### src/rtl/axi4_mem_ctrl_if.sv
// AXI4 bus between an interconnect master and the axi4_mem_ctrl slave.
// Write strobes are omitted because the slave only performs full-word writes.
interface axi4_mem_ctrl_if #(
  parameter int DATA_WIDTH = 32,
  parameter int ADDR_WIDTH = 16
);
  logic [ADDR_WIDTH-1:0] AWADDR;
  logic [7:0]            AWLEN;
  logic [2:0]            AWSIZE;
  logic [1:0]            AWBURST;
  logic                  AWVALID;
  logic                  AWREADY;

  logic [DATA_WIDTH-1:0] WDATA;
  logic                  WLAST;
  logic                  WVALID;
  logic                  WREADY;

  logic [1:0]            BRESP;
  logic                  BVALID;
  logic                  BREADY;

  logic [ADDR_WIDTH-1:0] ARADDR;
  logic [7:0]            ARLEN;
  logic [2:0]            ARSIZE;
  logic [1:0]            ARBURST;
  logic                  ARVALID;
  logic                  ARREADY;

  logic [DATA_WIDTH-1:0] RDATA;
  logic [1:0]            RRESP;
  logic                  RLAST;
  logic                  RVALID;
  logic                  RREADY;

  modport master (
    output AWADDR, AWLEN, AWSIZE, AWBURST, AWVALID, input AWREADY,
    output WDATA, WLAST, WVALID, input WREADY,
    input  BRESP, BVALID, output BREADY,
    output ARADDR, ARLEN, ARSIZE, ARBURST, ARVALID, input ARREADY,
    input  RDATA, RRESP, RLAST, RVALID, output RREADY
  );

  modport slave (
    input  AWADDR, AWLEN, AWSIZE, AWBURST, AWVALID, output AWREADY,
    input  WDATA, WLAST, WVALID, output WREADY,
    output BRESP, BVALID, input BREADY,
    input  ARADDR, ARLEN, ARSIZE, ARBURST, ARVALID, output ARREADY,
    output RDATA, RRESP, RLAST, RVALID, input RREADY
  );
endinterface

### src/rtl/axi4_mem_ctrl.sv
// AXI4 slave front-end for a single-port word memory: one transaction at a time,
// INCR bursts of 32-bit words only, anything else answered with SLVERR.
module axi4_mem_ctrl #(
  parameter int DATA_WIDTH     = 32,
  parameter int ADDR_WIDTH     = 16,
  parameter int MEM_ADDR_WIDTH = 10,
  parameter int DEPTH          = 1024
) (
  input  logic                      ACLK,
  input  logic                      ARESET,
  axi4_mem_ctrl_if.slave            axi,
  output logic                      mem_en,
  output logic                      mem_we,
  output logic [MEM_ADDR_WIDTH-1:0] mem_addr,
  output logic [DATA_WIDTH-1:0]     mem_wdata,
  input  logic [DATA_WIDTH-1:0]     mem_rdata
);
  localparam int SUM_W = MEM_ADDR_WIDTH + 9;

  typedef enum logic [2:0] {IDLE, WR_DATA, WR_RESP, RD_MEM, RD_CAP, RD_DATA} state_t;

  state_t                    state, state_nx;
  logic [MEM_ADDR_WIDTH-1:0] idx;
  logic [7:0]                beat, len;
  logic                      err, last_err;
  logic [DATA_WIDTH-1:0]     rdata_q;
  logic [1:0]                rresp_q;
  logic                      rlast_q;
  logic                      aw_hs, ar_hs, final_beat;

  function automatic logic burst_bad(input logic [ADDR_WIDTH-1:0] addr, input logic [7:0] blen,
                                     input logic [2:0] size, input logic [1:0] burst);
    logic [SUM_W-1:0] last_word;
    last_word = SUM_W'(addr >> 2) + SUM_W'(blen);
    return (burst != 2'b01) || (size != 3'b010) || (addr[1:0] != 2'b00) ||
           (last_word >= SUM_W'(DEPTH));
  endfunction

  // Writes win over reads in IDLE, so ARREADY is withheld while AWVALID is up
  // to keep a simultaneous AR from completing a handshake that is not served.
  assign axi.AWREADY = (state == IDLE) && !ARESET;
  assign axi.ARREADY = (state == IDLE) && !ARESET && !axi.AWVALID;
  assign aw_hs       = axi.AWVALID && axi.AWREADY;
  assign ar_hs       = axi.ARVALID && axi.ARREADY;
  assign final_beat  = (beat == len);

  assign axi.WREADY  = (state == WR_DATA);
  assign axi.BVALID  = (state == WR_RESP);
  assign axi.BRESP   = (axi.BVALID && (err || last_err)) ? 2'b10 : 2'b00;
  assign axi.RVALID  = (state == RD_DATA);
  assign axi.RDATA   = rdata_q;
  assign axi.RRESP   = rresp_q;
  assign axi.RLAST   = rlast_q;

  always_comb begin
    // NOTE: every output of this block gets a default first so no path can infer a latch.
    state_nx  = state;
    mem_en    = 1'b0;
    mem_we    = 1'b0;
    mem_addr  = '0;
    mem_wdata = '0;
    case (state)
      IDLE: begin
        if (aw_hs)      state_nx = WR_DATA;
        else if (ar_hs) state_nx = RD_MEM;
      end
      WR_DATA: begin
        if (axi.WVALID) begin
          mem_en    = !err;
          mem_we    = !err;
          mem_addr  = err ? '0 : idx;
          mem_wdata = err ? '0 : axi.WDATA;
          if (final_beat) state_nx = WR_RESP;
        end
      end
      WR_RESP: if (axi.BREADY) state_nx = IDLE;
      RD_MEM: begin
        mem_en   = !err;
        mem_addr = err ? '0 : idx;
        state_nx = RD_CAP;
      end
      RD_CAP:  state_nx = RD_DATA;
      RD_DATA: if (axi.RREADY) state_nx = rlast_q ? IDLE : RD_MEM;
      default: state_nx = IDLE;
    endcase
  end

  // NOTE: sequential state uses non-blocking assignments only, so every flop
  // samples the pre-edge value of the others regardless of statement order.
  always_ff @(posedge ACLK or posedge ARESET) begin
    if (ARESET) begin
      state    <= IDLE;
      idx      <= '0;
      beat     <= '0;
      len      <= '0;
      err      <= 1'b0;
      last_err <= 1'b0;
      rdata_q  <= '0;
      rresp_q  <= 2'b00;
      rlast_q  <= 1'b0;
    end else begin
      state <= state_nx;
      case (state)
        IDLE: begin
          if (aw_hs) begin
            idx      <= axi.AWADDR[MEM_ADDR_WIDTH+1:2];
            len      <= axi.AWLEN;
            err      <= burst_bad(axi.AWADDR, axi.AWLEN, axi.AWSIZE, axi.AWBURST);
            last_err <= 1'b0;
            beat     <= '0;
          end else if (ar_hs) begin
            idx      <= axi.ARADDR[MEM_ADDR_WIDTH+1:2];
            len      <= axi.ARLEN;
            err      <= burst_bad(axi.ARADDR, axi.ARLEN, axi.ARSIZE, axi.ARBURST);
            last_err <= 1'b0;
            beat     <= '0;
          end
        end
        WR_DATA: begin
          if (axi.WVALID) begin
            if (axi.WLAST != final_beat) last_err <= 1'b1;
            beat <= beat + 8'd1;
            idx  <= idx + MEM_ADDR_WIDTH'(1);
          end
        end
        RD_CAP: begin
          rdata_q <= err ? '0 : mem_rdata;
          rresp_q <= err ? 2'b10 : 2'b00;
          rlast_q <= final_beat;
        end
        RD_DATA: begin
          if (axi.RREADY && !rlast_q) begin
            beat <= beat + 8'd1;
            idx  <= idx + MEM_ADDR_WIDTH'(1);
          end
        end
        default: ;
      endcase
    end
  end
endmodule

### src/flat_wrapper.sv
// flat-port wrapper written by rule: the top's interface ports become plain ports
module axi4_mem_ctrl_flat 
#(
  parameter int DATA_WIDTH     = 32,
  parameter int ADDR_WIDTH     = 16,
  parameter int MEM_ADDR_WIDTH = 10,
  parameter int DEPTH          = 1024
)
  (ACLK, ARESET, mem_en, mem_we, mem_addr, mem_wdata, mem_rdata, axi_AWADDR, axi_AWLEN, axi_AWSIZE, axi_AWBURST, axi_AWVALID, axi_AWREADY, axi_WDATA, axi_WLAST, axi_WVALID, axi_WREADY, axi_BRESP, axi_BVALID, axi_BREADY, axi_ARADDR, axi_ARLEN, axi_ARSIZE, axi_ARBURST, axi_ARVALID, axi_ARREADY, axi_RDATA, axi_RRESP, axi_RLAST, axi_RVALID, axi_RREADY);
  axi4_mem_ctrl_if #(.DATA_WIDTH(DATA_WIDTH), .ADDR_WIDTH(ADDR_WIDTH)) axi_i ();
  input  logic ACLK;
  input  logic ARESET;
  output logic mem_en;
  output logic mem_we;
  output logic [MEM_ADDR_WIDTH-1:0] mem_addr;
  output logic [DATA_WIDTH-1:0] mem_wdata;
  input  logic [DATA_WIDTH-1:0] mem_rdata;
  input wire logic [$bits(axi_i.AWADDR)-1:0] axi_AWADDR;
  input wire logic [$bits(axi_i.AWLEN)-1:0] axi_AWLEN;
  input wire logic [$bits(axi_i.AWSIZE)-1:0] axi_AWSIZE;
  input wire logic [$bits(axi_i.AWBURST)-1:0] axi_AWBURST;
  input wire logic [$bits(axi_i.AWVALID)-1:0] axi_AWVALID;
  output wire logic [$bits(axi_i.AWREADY)-1:0] axi_AWREADY;
  input wire logic [$bits(axi_i.WDATA)-1:0] axi_WDATA;
  input wire logic [$bits(axi_i.WLAST)-1:0] axi_WLAST;
  input wire logic [$bits(axi_i.WVALID)-1:0] axi_WVALID;
  output wire logic [$bits(axi_i.WREADY)-1:0] axi_WREADY;
  output wire logic [$bits(axi_i.BRESP)-1:0] axi_BRESP;
  output wire logic [$bits(axi_i.BVALID)-1:0] axi_BVALID;
  input wire logic [$bits(axi_i.BREADY)-1:0] axi_BREADY;
  input wire logic [$bits(axi_i.ARADDR)-1:0] axi_ARADDR;
  input wire logic [$bits(axi_i.ARLEN)-1:0] axi_ARLEN;
  input wire logic [$bits(axi_i.ARSIZE)-1:0] axi_ARSIZE;
  input wire logic [$bits(axi_i.ARBURST)-1:0] axi_ARBURST;
  input wire logic [$bits(axi_i.ARVALID)-1:0] axi_ARVALID;
  output wire logic [$bits(axi_i.ARREADY)-1:0] axi_ARREADY;
  output wire logic [$bits(axi_i.RDATA)-1:0] axi_RDATA;
  output wire logic [$bits(axi_i.RRESP)-1:0] axi_RRESP;
  output wire logic [$bits(axi_i.RLAST)-1:0] axi_RLAST;
  output wire logic [$bits(axi_i.RVALID)-1:0] axi_RVALID;
  input wire logic [$bits(axi_i.RREADY)-1:0] axi_RREADY;
  assign axi_i.AWADDR = axi_AWADDR;
  assign axi_i.AWLEN = axi_AWLEN;
  assign axi_i.AWSIZE = axi_AWSIZE;
  assign axi_i.AWBURST = axi_AWBURST;
  assign axi_i.AWVALID = axi_AWVALID;
  assign axi_AWREADY = axi_i.AWREADY;
  assign axi_i.WDATA = axi_WDATA;
  assign axi_i.WLAST = axi_WLAST;
  assign axi_i.WVALID = axi_WVALID;
  assign axi_WREADY = axi_i.WREADY;
  assign axi_BRESP = axi_i.BRESP;
  assign axi_BVALID = axi_i.BVALID;
  assign axi_i.BREADY = axi_BREADY;
  assign axi_i.ARADDR = axi_ARADDR;
  assign axi_i.ARLEN = axi_ARLEN;
  assign axi_i.ARSIZE = axi_ARSIZE;
  assign axi_i.ARBURST = axi_ARBURST;
  assign axi_i.ARVALID = axi_ARVALID;
  assign axi_ARREADY = axi_i.ARREADY;
  assign axi_RDATA = axi_i.RDATA;
  assign axi_RRESP = axi_i.RRESP;
  assign axi_RLAST = axi_i.RLAST;
  assign axi_RVALID = axi_i.RVALID;
  assign axi_i.RREADY = axi_RREADY;
  axi4_mem_ctrl #(.DATA_WIDTH(DATA_WIDTH), .ADDR_WIDTH(ADDR_WIDTH), .MEM_ADDR_WIDTH(MEM_ADDR_WIDTH), .DEPTH(DEPTH)) u_core (.ACLK(ACLK), .ARESET(ARESET), .axi(axi_i), .mem_en(mem_en), .mem_we(mem_we), .mem_addr(mem_addr), .mem_wdata(mem_wdata), .mem_rdata(mem_rdata));
endmodule
### config.mk
export PLATFORM = sky130hd
export DESIGN_NAME = axi4_mem_ctrl_flat
export DESIGN_NICKNAME = d
export VERILOG_FILES = /design/src/rtl/axi4_mem_ctrl_if.sv /design/src/rtl/axi4_mem_ctrl.sv /design/src/flat_wrapper.sv
export SDC_FILE = /design/constraint.sdc
export NUM_CORES = 1
export LEC_CHECK = 0
export ABC_AREA = 1
export ABC_CLOCK_PERIOD_IN_PS = 2000
export BUFFER_PORTS_ARGS = -buffer_cell sky130_fd_sc_hd__buf_2
export CORE_MARGIN = 2
export CORE_UTILIZATION = 25
export CTS_BUF_LIST = sky130_fd_sc_hd__clkbuf_2 sky130_fd_sc_hd__clkbuf_4 sky130_fd_sc_hd__clkbuf_8
export CTS_CLUSTER_DIAMETER = 80
export DETAILED_ROUTE_END_ITERATION = 8
export PLACE_DENSITY_LB_ADDON = 0.05
export SYNTH_ARGS = -nofsm -noshare
export SYNTH_HDL_FRONTEND = slang
export SYNTH_SLANG_ARGS = --single-unit
export TNS_END_PERCENT = 30
### constraint.sdc
create_clock -name ACLK -period 2 [get_ports ACLK]
set_input_delay 0.2 -clock ACLK [delete_from_list [all_inputs] [get_ports ACLK]]
set_output_delay 0.2 -clock ACLK [all_outputs]
set_load 0.005 [all_outputs]
After elaboration in Yosys (flattened, before gate mapping)
Index checks and enable logic that the tools add are counted.
Cells by class
  equality and inequality tests: 18
  multiplexer cells: 39
  magnitude comparators: 2
  add/subtract/negate cells: 4
  reduce and logical (&&, ||, !) cells: 27
Operator list (count)
  $mux W32: 4
  $mux W10: 6
  $mux W8: 6
  $ge A19 B11 Y1 const B: 2
  $add A14 B8 Y15: 2
  $pmux W10 S3: 1
  $pmux W8 S3: 1
  $pmux W10 S2: 1
  $mux W3: 6
  $pmux W3 S6: 1
  $ne A2 B1 Y1 const B: 6
  $add A10 B1 Y10 const B: 1
  $add A8 B1 Y8 const B: 1
  $eq A8 B8 Y1: 1
  $mux W1: 8
  $reduce_and A4 Y1: 2
  $reduce_bool A2 Y1: 4
  $logic_or A1 B1 Y1: 7
  $eq A3 B2 Y1 const B: 2
  $eq A3 B3 Y1 const B: 2
  $logic_and A1 B1 Y1: 6
  $mux W2: 3
  $ne A3 B2 Y1 const B: 2
  $reduce_and A5 Y1: 1
  9 further kinds: 14
Word-level totals
  register bits after elaboration: 66
  word-level logic and storage cells: 99

Longest topological paths before layout
  depth after elaboration: 7
  depth in mapped cells: 14
  depth with buffers taken out: 14

Worst setup path before layout
Ideal clock, no wire load.
  path type: flip-flop to flip-flop
  start point: register u_core.state[0]
  end point: register u_core.idx[3]
  stages on the path, launching flop included: 10
  required time: 1.878 ns
  path slack: 0.451 ns
  arrival time: 1.427 ns
  period minus slack after synthesis: 1.549 ns
  path through: dfrtp_1 nor2_4 nand2_4 nor3_4 nand2_2 nand2_2 nand3_4 buf_6 a21oi_1 a21oi_2
Between the ends
  longest elaborated chain between the ends: 6
  elaborated cells on any way between the ends: 14
  classes of those cells: eq/ne (5); mux (2); reduce/logical (7)
RTL lines
  start, declared: line axi4_mem_ctrl.sv:22  | state_t state, state_nx;
  start signal, assigned: line axi4_mem_ctrl.sv:102  | state <= state_nx;
  $logic_not A3 Y1: line axi4_mem_ctrl.sv:42  | assign axi.ARREADY = (state == IDLE) && !ARESET && !axi.AWVALID;
  $logic_and A1 B1 Y1 (2 in a row): line axi4_mem_ctrl.sv:42
  net axi_ARREADY: line flat_wrapper.sv:36  | output wire logic [$bits(axi_i.ARREADY)-1:0] axi_ARREADY;
  $logic_and A1 B1 Y1: line axi4_mem_ctrl.sv:44  | assign ar_hs = axi.ARVALID && axi.ARREADY;
  $ne A3 B1 Y1 (no source line)
  $reduce_and A4 Y1 (no source line)
  end signal, assigned: line axi4_mem_ctrl.sv:106  | idx <= axi.AWADDR[MEM_ADDR_WIDTH+1:2];
  end signal, assigned: line axi4_mem_ctrl.sv:112  | idx <= axi.ARADDR[MEM_ADDR_WIDTH+1:2];
  end signal, assigned: line axi4_mem_ctrl.sv:123  | idx <= idx + MEM_ADDR_WIDTH'(1);
  end, declared: line axi4_mem_ctrl.sv:23  | logic [MEM_ADDR_WIDTH-1:0] idx;
The timed path passes the listed nets, and every way through them passes these cells.
A chain may end at the register's enable or synchronous reset.

Final worst setup path
  start point: register u_core.state[2]
  end point: output port mem_addr[0]
Between the ends
  longest elaborated chain between the ends: 2
  elaborated cells on any way between the ends: 3
  classes of those cells: eq/ne (2); mux (1)
RTL lines
  $eq A3 B2 Y1 or $eq A3 B1 Y1 (tied branches): line axi4_mem_ctrl.sv:62  | case (state)
  $pmux W10 S2 (*): line axi4_mem_ctrl.sv:62
  end, declared: line flat_wrapper.sv:15  | output logic [MEM_ADDR_WIDTH-1:0] mem_addr;
Every way passes the cells marked *; elsewhere a longest branch is shown, timed or not.

==> flow_summary.json <==
{
  "avgRoutedWirePerCell_um": 14.57,
  "endpoint": "mem_addr[0]",
  "holdWs_ns": 0.06852,
  "yosysWarnings": 0,
  "num_vias": 4779,
  "avgSynthCellArea_um2": 7.268,
  "placed_cell_area_um2": 5797,
  "initial_core_util_pct": 25.67,
  "min_path_type": "primary input to flop",
  "io_pins": 216,
  "cts.path.max_buffers": 2,
  "power.leakage_nw": 3.492,
  "r2r-end": "u_core.err$_DFFE_PP0P_",
  "drive_gt1_share_pct": 32.69,
  "area_growth_syn_to_layout_pct": 36.65,
  "cap_viol_max_count": 0,
  "grt_pass1_wl_mm": 23.04,
  "critPathCaptureType": "output port",
  "p_per_area_nw_per_um2": 1137,
  "rr_worst_depth": 11,
  "grt_pass1_vias": 4540,
  "fin_area_um2": 6088,
  "ys_types": 38,
  "route.antenna.remaining_nets": 0,
  "crit_fanout": 10,
  "die-area_um2": 18910,
  "r2r_slack_ns": 0.18,
  "dpl.hpwl_mm": 12.46,
  "worstSetupStartpointType": "flop",
  "grt_use_total_pct": 15.78,
  "synth_top_area_share_pct": 36.51,
  "viasPerCell": 4.508,
  "finalCriticalPeriod_ns": 1.883,
  "synthTopCellsByArea": "dfrtp_1, nand2_1, inv_1, nor2_1, a22o_1",
  "grt_overflow_total": 0,
  "ys_seq_area_share_pct": 36.51,
  "cts_buffers": 9,
  "nNetsFinal": 980,
  "clock_latency_ns": 0.35,
  "drtIter0Drc": 153,
  "totalWireLength_mm": 15.44,
  "drtPass1Iterations": 5,
  "clkSinkCount": 65,
  "yosysTopAreaCell": "dfrtp_1",
  "cp-startpoint": "u_core.state[2]$_DFFE_PP0P_",
  "slew_violations": 0,
  "diodes": 0,
  "report.final.hold_viol_count": 0,
  "setup_violations": 0,
  "gp_congestion": 0.8838,
  "drc": 0,
  "die_h_um": 137.5,
  "cts_tree": "yes",
  "antenna_found_initial": 2,
  "vdd_drop_max_uv": 470.2,
  "syn_inst": 613,
  "fin_skew_ns": 0.01445,
  "core_um2": 17360,
  "die_x_um": 137.5,
  "ys_ff_latch": 65,
  "clk_pin_slew_ns": 0.07,
  "fmax_mhz": 530.9,
  "rsz0062_at_grt": "true",
  "path_class": "flop to output port",
  "grt_start_max_net_pins": 34,
  "r2r-start": "u_core.state[2]$_DFFE_PP0P_",
  "port_buffers": 213,
  "synth_area_um2": 4456,
  "cp_data_required_time_ns": 1.80,
  "status": "finished, final reports clean",
  "rows": 48,
  "cts_max_level": 3,
  "worstPathArrival_ns": 1.68,
  "fin_crit_sh_pct": 94.17,
  "cts-root-buf": "clkbuf_8"
}
[placed cells by master (no fill, tap or decap), types with 3 or more instances in the layout]
master      n
nand4_1    11
nor2_2      5
a31oi_1     8
nand3_1    32
a21oi_1    19
nor2_4      3
o21ai_0    13
o21ai_1    11
inv_2       5
buf_12      4
buf_4       9
inv_1      90
a22o_1     32
dfrtp_1    64
nor2_1     82
xnor2_1    10
clkbuf_8   11
ha_1       18
buf_2     213
a21oi_2     3
xor2_1      4
o22ai_1     4
nor3_1      7
o211ai_1    3
nand2_2     3
nand2_1   147
[registers in the layout, indices dropped and copies added (netlist names)]
signal and flops:
u_core.axi.RRESP 1, u_core.len 8, u_core.beat 8, u_core.idx 10, u_core.axi.RLAST 1, u_core.axi.RDATA 32
u_core.state 3, u_core.last_err 1, u_core.err 1
[synthesized netlist by cell type (all sizes together)]
cell type / count
a21oi: 22
a22o: 32
a31oi: 8
buf: 14
clkbuf: 8
conb: 1
dfrtp: 65
fa: 2
ha: 18
inv: 97
nand2: 152
nand3: 33
nand4: 11
nor2: 90
nor3: 10
o211ai: 3
o21ai: 25
o22ai: 4
o31ai: 3
or2: 1
xnor2: 10
xor2: 4
[worst min-delay path by stage]
stage | cells past startpoint | slack (ns) | end | startpoint
4_1_cts | 2 | 0.05 | u_core.axi.RDATA[25]$_DFFE_PP0P_ | mem_rdata[25]
3_5_place_dp | 2 | 0.22 | u_core.beat[2]$_DFFE_PP0P_ | ARESET
2_1_floorplan | 1 | 0.31 | u_core.state[1]$_DFFE_PP0P_ | axi_BREADY
6_report | 2 | 0.07 | u_core.axi.RDATA[25]$_DFFE_PP0P_ | mem_rdata[25]
5_1_grt | 2 | 0.06 | u_core.axi.RDATA[17]$_DFFE_PP0P_ | mem_rdata[17]
3_3_place_gp | 2 | 0.22 | u_core.beat[2]$_DFFE_PP0P_ | ARESET
[cells by family after synthesis]
group / after synthesis / share of synthesized area, %
xor gates and xnor gates: 14 / 2.752
adders and majority gates: 20 / 5.954
other: 1 / 0.08417
AOI/OAI and AO/OA: 97 / 14.71
and+or+nand+nor: 297 / 28.67
DFF: 65 / 36.51
buffers and inverters: 119 / 11.32
[critical path, stage by stage, from the launching register on]
cell and delay, ns:
dfrtp_1 0.50, inv_2 0.15, nand3_1 0.16, o21ai_4 0.22, inv_4 0.08, nor2_1 0.10
buf_2 0.12
[cell type report]
cell class / count / area [um^2]
Fill cell: 1877 / 11270
Multi-Input combinational cell: 430 / 2355
Sequential cell: 65 / 1628
Timing Repair Buffer: 227 / 1224
Inverter: 97 / 371.6
Tap cell: 225 / 281.5
Clock buffer: 11 / 151.4
Clock inverter: 5 / 77.57
[layer usage]
layer	global-route usage, %	vias to the layer above	wire, um
met5	0	-	27
met2	27.61	185	7198
met1	19.13	2168	6743
met3	2.943	27	1137
li1	-	2395	-
met4	6.071	4	336
[stage by stage]
step	utilization (%)	power, mW	setup TNS, ns	std cells	setup slack [ns]
after floorplan	-	4.366	0	614	0.1735
after global placement	33.40	5.577	0	1042	0.1909
after detailed placement	33.40	5.603	0	1042	0.1145
after CTS	34.80	6.940	0	1059	0.03664
after global routing	35.08	7.520	-0.03406	1060	-0.01767
final	35.08	6.920	0	1060	0.1166
[report_power, final]
| group | switching (mW) | internal (mW) |
|---|---|---|
| Clock | 0.531 | 0.766 |
| Sequential | 0.397 | 1.89 |
| Combinational | 1.90 | 1.43 |
[timing repair]
| item | 4_1_cts | 5_1_grt |
|---|---|---|
| resized for setup | 2 | 11 |
| endpoints found under the setup margin | 40 | 39 |
| hold buffers | 1 | 0 |
| buffers inserted | 0 | 1 |
| pin swaps | 0 | 1 |
| endpoints found under the hold margin | 12 | 0 |
| cloned | 0 | 0 |
No activity file was read; power rests on OpenSTA's default activity.
